===== src/rtl/burst_ram_arbiter.sv =====
// burst_ram_arbiter: serializes whole-burst read/write transactions from two
// requesters onto one burst RAM command port, streaming write words and routing read words.
// Ports: clk, rst_n (sync, active-low); pN_req/cmd/addr/wr_data from requester N;
// pN_grant/wr_next/rd_valid/done to requester N; rd_data shared read word;
// br_* RAM command/data side; br_busy holds off new commands.
// Build option: define ARB_ROUND_ROBIN_EN for round-robin arbitration
// (fixed priority, port 0 wins, when undefined).
module burst_ram_arbiter #(
  parameter int ADDR_BITWIDTH = 4,
  parameter int DATA_BITWIDTH = 64,
  parameter int BURST_COUNT   = 4
) (
  input  logic                       clk,
  input  logic                       rst_n,
  input  logic                       p0_req,
  input  logic                       p1_req,
  input  logic                       p0_cmd,
  input  logic                       p1_cmd,
  input  logic [ADDR_BITWIDTH-1:0]   p0_addr,
  input  logic [ADDR_BITWIDTH-1:0]   p1_addr,
  input  logic [DATA_BITWIDTH-1:0]   p0_wr_data,
  input  logic [DATA_BITWIDTH-1:0]   p1_wr_data,
  output logic                       p0_grant,
  output logic                       p1_grant,
  output logic                       p0_wr_next,
  output logic                       p1_wr_next,
  output logic                       p0_rd_valid,
  output logic                       p1_rd_valid,
  output logic                       p0_done,
  output logic                       p1_done,
  output logic [DATA_BITWIDTH-1:0]   rd_data,
  output logic                       br_cmd,
  output logic                       br_cmd_en,
  output logic [ADDR_BITWIDTH-1:0]   br_addr,
  output logic [DATA_BITWIDTH-1:0]   br_wr_data,
  output logic [DATA_BITWIDTH/8-1:0] br_data_mask,
  input  logic [DATA_BITWIDTH-1:0]   br_rd_data,
  input  logic                       br_rd_data_valid,
  input  logic                       br_busy
);

  localparam int CW = $clog2(BURST_COUNT) + 1;
  localparam logic [CW-1:0] LAST = CW'(BURST_COUNT - 1);

  typedef enum logic [4:0] {
    IDLE  = 5'b00001,
    ISSUE = 5'b00010,
    WRITE = 5'b00100,
    READ  = 5'b01000,
    DONE  = 5'b10000
  } state_t;

  state_t            state_q;
  logic              owner_q;
  logic              cmd_q;
  logic [CW-1:0]     cnt_q;
  logic [1:0]        grant_q;
  logic [1:0]        wr_next_q;
  logic [1:0]        done_q;
  logic              cmd_en_q;
  logic              br_cmd_q;
  logic [ADDR_BITWIDTH-1:0] br_addr_q;

  logic              win;
  logic              sel_cmd;
  logic [ADDR_BITWIDTH-1:0] sel_addr;
  logic [1:0]        win_vec;
  logic [1:0]        own_vec;

`ifdef ARB_ROUND_ROBIN_EN
  // Port favoured on a tie; it flips away from whoever was last issued.
  logic prio_q;

  always_comb begin
    win = ~p0_req;
    if (p0_req && p1_req) win = prio_q;
  end
`else
  always_comb begin
    win = ~p0_req;
  end
`endif

  assign sel_cmd  = win ? p1_cmd : p0_cmd;
  assign sel_addr = win ? p1_addr : p0_addr;
  assign win_vec  = {win, ~win};
  assign own_vec  = {owner_q, ~owner_q};

  always_ff @(posedge clk) begin
    if (!rst_n) begin
      state_q   <= IDLE;
      owner_q   <= 1'b0;
      cmd_q     <= 1'b0;
      cnt_q     <= '0;
      grant_q   <= 2'b00;
      wr_next_q <= 2'b00;
      done_q    <= 2'b00;
      cmd_en_q  <= 1'b0;
      br_cmd_q  <= 1'b0;
      br_addr_q <= '0;
`ifdef ARB_ROUND_ROBIN_EN
      prio_q    <= 1'b0;
`endif
    end else begin
      case (state_q)
        IDLE: begin
          if (!br_busy && (p0_req || p1_req)) begin
            state_q   <= ISSUE;
            owner_q   <= win;
            cmd_q     <= sel_cmd;
            grant_q   <= win_vec;
            cmd_en_q  <= 1'b1;
            br_cmd_q  <= sel_cmd;
            br_addr_q <= sel_addr;
            // first write word goes out alongside the command
            wr_next_q <= sel_cmd ? win_vec : 2'b00;
          end
        end
        ISSUE: begin
          grant_q   <= 2'b00;
          cmd_en_q  <= 1'b0;
          br_cmd_q  <= 1'b0;
          br_addr_q <= '0;
`ifdef ARB_ROUND_ROBIN_EN
          prio_q    <= ~owner_q;
`endif
          if (cmd_q) begin
            state_q <= WRITE;
            cnt_q   <= CW'(1);
          end else begin
            state_q <= READ;
            cnt_q   <= '0;
          end
        end
        WRITE: begin
          if (cnt_q == LAST) begin
            state_q   <= DONE;
            wr_next_q <= 2'b00;
            done_q    <= own_vec;
          end else begin
            cnt_q <= cnt_q + CW'(1);
          end
        end
        READ: begin
          if (br_rd_data_valid) begin
            if (cnt_q == LAST) begin
              state_q <= DONE;
              done_q  <= own_vec;
            end else begin
              cnt_q <= cnt_q + CW'(1);
            end
          end
        end
        DONE: begin
          done_q  <= 2'b00;
          state_q <= IDLE;
        end
        default: begin
          state_q <= IDLE;
        end
      endcase
    end
  end

  logic in_read;
  assign in_read = (state_q == READ) && br_rd_data_valid;

  assign p0_grant     = grant_q[0];
  assign p1_grant     = grant_q[1];
  assign p0_wr_next   = wr_next_q[0];
  assign p1_wr_next   = wr_next_q[1];
  assign p0_done      = done_q[0];
  assign p1_done      = done_q[1];
  assign p0_rd_valid  = in_read && !owner_q;
  assign p1_rd_valid  = in_read && owner_q;
  assign rd_data      = br_rd_data;
  assign br_cmd       = br_cmd_q;
  assign br_cmd_en    = cmd_en_q;
  assign br_addr      = br_addr_q;
  assign br_wr_data   = owner_q ? p1_wr_data : p0_wr_data;
  assign br_data_mask = '0;

endmodule


===== config.mk =====
export PLATFORM = sky130hd
export DESIGN_NAME = burst_ram_arbiter
export DESIGN_NICKNAME = d
export VERILOG_FILES = /design/src/rtl/burst_ram_arbiter.sv
export SDC_FILE = /design/constraint.sdc
export NUM_CORES = 1
export LEC_CHECK = 0
export ABC_AREA = 1
export CORE_AREA = 10 10 130 132
export CTS_BUF_LIST = sky130_fd_sc_hd__clkbuf_8
export DETAILED_ROUTE_END_ITERATION = 8
export DIE_AREA = 0 0 140 142
export MAX_ROUTING_LAYER = met4
export PLACE_DENSITY_LB_ADDON = 0.25
export SYNTH_ARGS = -nofsm -noshare
export SYNTH_HDL_FRONTEND = slang
export SYNTH_SLANG_ARGS = --single-unit
export TNS_END_PERCENT = 50

===== constraint.sdc =====
create_clock -name clk -period 1.4 [get_ports clk]
set_input_delay 0.28 -clock clk [delete_from_list [all_inputs] [get_ports clk]]
set_output_delay 0.28 -clock clk [all_outputs]
set_load 0.01 [all_outputs]

==> results_dict.tcl, run 1 <==
set metrics [dict create \
    outcome "finished, violations left" \
    violations "negative setup slack" \
    antenna_found_initial 0 \
    setup_viol 66 \
    power.leakage_nw 2.452 \
    cp_slowest_cell "dfxtp_4" \
    worstPathMaxFanout 13 \
    seq_area_frac_synth 0.1779 \
    fill_cells 1545 \
    hold_violations 0 \
    syn_inst 449 \
    area_growth_pct 100.1 \
    post-route-period-util 1.088 \
    grt_pass1_vias 3338 \
    synth.largest_area_cell "nand2_1" \
    io_buffers 221 \
    finalClockSkew_ns 0.001814 \
    synth.area.top_cells "nand2_1 (37%), buf_4 (22%), dfxtp_1 (18%)" \
    insertion_delay_ns 0.27 \
    path_cells "clkinv_8, buf_12, nand2_1, nand2_1, buf_2" \
    cts_tree "yes" \
    grt_max_degree 21 \
    hp-class "reg2reg" \
    grt_setup_unrepaired "yes" \
    grt_use_total 0.1261 \
    routed_via_density 4.005 \
    antenna_cells 0 \
    crit_family "flip-flops" \
    holdBufCountCts 0 \
    hold_slack_ns 0.4710 \
    layout-drive-gt1-share 0.3180 \
    synth_compound_area_frac 0.04598 \
    multi_input_area_mm2 0.001607 \
    dieArea_mm2 0.01988 \
    ys_ff_latch 22 \
    cp_num_buf_inv 3 \
    clk_path_buf_depth 2 \
    rows 44 \
    htree_levels 1 \
    cp.required_ns 1.12 \
    path_clk_slew_ns 0.09 \
    total_power_mw 3.879 \
    crit_arrival_ns 1.24 \
    hpwl_mm 10.94 \
    synthXorXnorAreaFrac 0 \
    ys_types 26 \
    fin_nets 840 \
    drtIter0Drc 92 \
    cts_num_sinks 22 \
    die_w_um 140 \
    grt_overflow 0 \
    ant_nets 0 \
    tns_ns -5.997 \
    drc 0 \
    vias 3256 \
    postSynthAreaPerCell_um2 5.515 \
    wl_per_cell_um 16.89 \
    peakVddDrop_v 0.0003754 \
    muxShareOfSynthArea 0 \
    seqCellArea_um2 447.9 \
    core-area_mm2 0.01431 \
    synth_adder_area_share 0.01011 \
    start_util 0.1730 \
    routed_wirelength_mm 13.73 \
    critPathKind "reg2out" \
    synthSimpleGateAreaFrac 0.4795 \
    detailedPlace.worstSlack_ns -0.3870 \
    yosysWarnings 0 \
    cp-start-kind "flip-flop" \
    synth_top_area_frac 0.3714 \
    cp_common_cell "nand2_1" \
    endpoint_kind "output port" \
    gp_congestion 0.8216 \
    drv_cap 0 \
    drv_slew 0 \
    first_pass_iters 4 \
    die_h_um 142 \
    cts_buffers 3 \
    cts-root-buf "clkbuf_8" \
    fin_ws_ns -0.1235 \
    synth_top_family_by_area "simple AND/OR/NAND/NOR gates" \
    synth.cell_area_mm2 0.002476 \
    io-pin-count 358 \
    clock.fmax_mhz 656.4 \
    fin_crit_ns 1.524 \
    grt_pass1_wl_mm 19.71 \
    slowest_delay_ns 0.44 \
    power_density_mw_per_mm2 783.0 \
]
[synth_stat cells (all sizes together)]
| master | n |
|---|---|
| buf | 79 |
| dfxtp | 22 |
| ha | 2 |
| nand4 | 2 |
| conb | 1 |
| inv | 22 |
| and2 | 1 |
| nor2 | 25 |
| o21bai | 1 |
| a21oi | 13 |
| nand2 | 248 |
| nor3 | 1 |
| nand3 | 18 |
| o21ai | 3 |
| clkbuf | 11 |
[cells in the final DEF (no fill, tap or decap), types with 2 or more instances in the layout]
cell / instances
nand2_1: 183
clkdlybuf4s50_1: 143
nand2_2: 55
buf_2: 38
buf_6: 33
buf_4: 22
dfxtp_1: 18
nor2_1: 17
inv_1: 16
a21oi_1: 12
nand3_1: 12
dlygate4sd2_1: 12
nand2_4: 10
buf_12: 9
conb_1: 8
nand3_2: 5
nor2_2: 4
inv_2: 3
nor2_4: 3
clkbuf_8: 3
dfxtp_2: 3
o21ai_0: 2
nand4_1: 2
ha_1: 2
[cells by family after synthesis]
kind of cell             Yosys count
AND/OR/NAND/NOR                  295
buffers and inverters            112
flip-flops                        22
AO/OA/AOI/OAI                     17
adder cells (fa/ha/maj)            2
other                              1
[power by group]
part           total (mW)  switching [mW]  internal, mW
combinational        2.48            1.18          1.31
sequential          0.783          0.0643         0.719
clock               0.611           0.229         0.382
[registers in the layout (all words and copies together), names as in the netlist]
signal	cells
state_q	5
br_addr	4
cnt_q	3
done_q	2
grant_q	2
wr_next_q	2
br_cmd	1
br_cmd_en	1
cmd_q	1
owner_q	1
[final timing paths]
| kind | start | endpoint | slack, ns | cells past startpoint |
|---|---|---|---|---|
| max reg2reg | state_q[2] | state_q[2] | 0.01 | 9 |
| min reg2reg | grant_q[0] | grant_q[0] | 0.47 | 2 |
| max | owner_q | br_wr_data[40] | -0.12 | 5 |
| min | grant_q[0] | grant_q[0] | 0.47 | 2 |
[metrics by stage]
stage	area [µm²]	utilization	std cells
2_1_floorplan	2502	-	456
3_3_place_gp	4548	0.3177	796
3_5_place_dp	4548	0.3177	796
4_1_cts	4815	0.3364	814
5_1_grt	4954	0.3461	813
6_report	4954	0.3461	813
[metal layers]
metal  track usage  wire (µm)
met5             -          0
met4       0.01359        112
met3       0.06442       1656
met2        0.2032       6526
met1        0.1420       5432
[repair_timing]
action | in CTS | in global routing
setup endpoints to repair | 93 | 87
resized for setup | 350 | 71
pin swaps | 9 | 13
gates cloned | 6 | 1
buffers inserted | 8 | 4
[layout make-up]
class                   instances  area share
well taps                     184     0.04648
flip-flops and latches         22     0.09043
clock buffers                   3    0.008335
clock inverters                 1    0.006062
inverters                      22     0.02046
repair buffers                259      0.5039
multi-input cells             322      0.3243
[worst reg2reg max path: stages, from the launching register on]
cell and delay (ns):
dfxtp_2 0.33, buf_4 0.14, inv_4 0.06, nand2_2 0.06
nor2_4 0.12, nand4_1 0.19, buf_4 0.20, nand4_1 0.06
nand2_1 0.06, nor2_1 0.10
No activity file was read; power rests on OpenSTA's default activity.
==> run 2: changes to the inputs <==
--- a/config.mk
+++ b/config.mk
@@ -12,6 +12,7 @@
 export DIE_AREA = 0 0 140 142
 export MAX_ROUTING_LAYER = met4
 export PLACE_DENSITY_LB_ADDON = 0.25
+export SETUP_SLACK_MARGIN = 0.3
 export SYNTH_ARGS = -nofsm -noshare
 export SYNTH_HDL_FRONTEND = slang
 export SYNTH_SLANG_ARGS = --single-unit
==> run 2 against run 1 <==
Effect of this change:
- the run still ends with negative setup slack left
- final area increased by 6.9%
- worst hold slack got worse by 0.011 ns
- final cell count did not move
- sequential cell count unchanged
- critical endpoint is now br_wr_data[42]
- power up 6.6%
- setup slack worse by 0.17 ns
- highest routed layer unchanged
==> results_dict.tcl, run 2 (synthesized netlist as in run 1, its figures left out) <==
set metrics [dict create \
    antenna_found_initial 0 \
    power_density_mw_per_mm2 781.4 \
    finalClockSkew_ns 0.003638 \
    first_pass_iters 4 \
    clkPwrFrac 0.147 \
    fin_ws_ns -0.2955 \
    antenna_cells 0 \
    drv_cap 0 \
    gp_congestion 0.8668 \
    ant_nets 0 \
    worstPathMaxFanout 6 \
    clock.fmax_mhz 589.8 \
    p_int_mw 2.566 \
    layout_common_cells "clkdlybuf4s50_1 (143), nand2_1 (139), nand2_2 (96)" \
    largest_reg_flops 5 \
    hpwl_mm 11.18 \
    die_h_um 142 \
    final_common_cell "clkdlybuf4s50_1" \
    routed_wirelength_mm 14.00 \
    violations "negative setup slack" \
    grt_pass1_wl_mm 20.38 \
    io-pin-count 358 \
    post-route-period-util 1.211 \
    endpoint_kind "output port" \
    regMostFlops "state_q" \
    crit_arrival_ns 1.42 \
    vias 3306 \
    holdBufCountCts 0 \
    die_w_um 140 \
    grt_max_degree 17 \
    path_clk_slew_ns 0.08 \
    routed_via_density 4.066 \
    rows 44 \
    hp-class "reg2reg" \
    detailedPlace.worstSlack_ns -0.4225 \
    drc 0 \
    cp.required_ns 1.12 \
    cts_tree "yes" \
    clk_path_buf_depth 2 \
    start_util 0.1730 \
    outcome "finished, violations left" \
    cts-root-buf "clkbuf_8" \
    cp-start-kind "flip-flop" \
    area_growth_pct 113.8 \
    grt_setup_unrepaired "yes" \
    grt_pass1_vias 3464 \
    hold_slack_ns 0.4604 \
    io_buffers 221 \
    cts_buffers 3 \
    wl_per_cell_um 17.22 \
    power.leakage_nw 2.491 \
    pwr-share-seq 0.192 \
    setup_viol 68 \
    dieArea_mm2 0.01988 \
    critPathKind "reg2out" \
    core-area_mm2 0.01431 \
    drv_slew 0 \
    htree_levels 1 \
    fin_crit_ns 1.695 \
    layout-drive-gt1-share 0.4229 \
    insertion_delay_ns 0.27 \
    fin_nets 840 \
    grt_use_total 0.1321 \
    cts_num_sinks 22 \
    grt_overflow 0 \
    p_switching_mw 1.570 \
    peakVddDrop_v 0.0004047 \
    hold_violations 0 \
    swShare 0.3797 \
    drtIter0Drc 110 \
    pwr-share-comb 0.661 \
]
[run 2: area by class of cell]
| cell class | count | area (µm²) |
|---|---|---|
| fill | 1520 | 9020 |
| timing repair buffer | 259 | 2694 |
| multi-input combinational | 322 | 1753 |
| sequential | 22 | 452.9 |
| tap | 184 | 230.2 |
| inverter | 22 | 92.59 |
| clock buffer | 3 | 41.29 |
| clock inverter | 1 | 30.03 |
[run 2: final timing paths]
kind / depth (start not counted) / end / start / slack [ns]
worst min register to register: 2 / br_cmd / br_cmd / 0.46
worst min-delay path: 2 / br_cmd / br_cmd / 0.46
worst max register to register: 8 / wr_next_q[0] / state_q[2] / -0.01
worst max-delay path: 7 / br_wr_data[42] / owner_q / -0.30
[run 2: power by group through the flow]
| stage | logic, mW | clock network (mW) | registers (mW) |
|---|---|---|---|
| finish | 2.74 | 0.607 | 0.794 |
| floorplan | 1.26 | 0 | 0.804 |
| global placement | 2.33 | 0 | 0.781 |
| global route | 2.97 | 0.647 | 0.805 |
| detailed placement | 2.34 | 0 | 0.784 |
| CTS | 2.71 | 0.620 | 0.788 |
[run 2: what timing repair did]
item	CTS	global route
setup buffers	10	1
gates cloned	6	0
gates resized for setup	408	38
pin swaps	25	14
endpoints found under the setup margin	100	93
[run 2: metal layers]
metal / vias up / global-route usage / part of all wire
met2: 224 / 0.2059 / 0.46
met5: - / - / 0
li1: 1636 / - / -
met4: 0 / 0.01793 / 0.0098
met3: 9 / 0.07744 / 0.14
met1: 1437 / 0.1469 / 0.39
[run 2: worst max-delay path: stages, from the launching register on]
cell,delay (ns)
dfxtp_4,0.40
buf_6,0.13
buf_12,0.13
buf_12,0.12
buf_16,0.14
nand2_2,0.05
nand2_1,0.04
buf_2,0.13
[run 2: per-stage QoR]
| stage | setup TNS [ns] | area [µm²] | utilization | power [mW] | instances |
|---|---|---|---|---|---|
| 2_1_floorplan | 0 | 2754 | - | 2.063 | 456 |
| 3_3_place_gp | -22.03 | 4673 | 0.3265 | 3.110 | 792 |
| 3_5_place_dp | -22.35 | 4673 | 0.3265 | 3.126 | 792 |
| 4_1_cts | -13.43 | 5194 | 0.3629 | 4.116 | 812 |
| 5_1_grt | -16.60 | 5294 | 0.3698 | 4.423 | 813 |
| 6_report | -11.72 | 5294 | 0.3698 | 4.136 | 813 |
==> run 3: changes to the inputs <==
--- a/config.mk
+++ b/config.mk
@@ -8,6 +8,7 @@
 export ABC_AREA = 1
 export CORE_AREA = 10 10 130 132
 export CTS_BUF_LIST = sky130_fd_sc_hd__clkbuf_8
+export CTS_CLUSTER_SIZE = 25
 export DETAILED_ROUTE_END_ITERATION = 8
 export DIE_AREA = 0 0 140 142
 export MAX_ROUTING_LAYER = met4
==> results of run 3 <==
The final DEF is identical to that of run 2; final timing and power are the same.
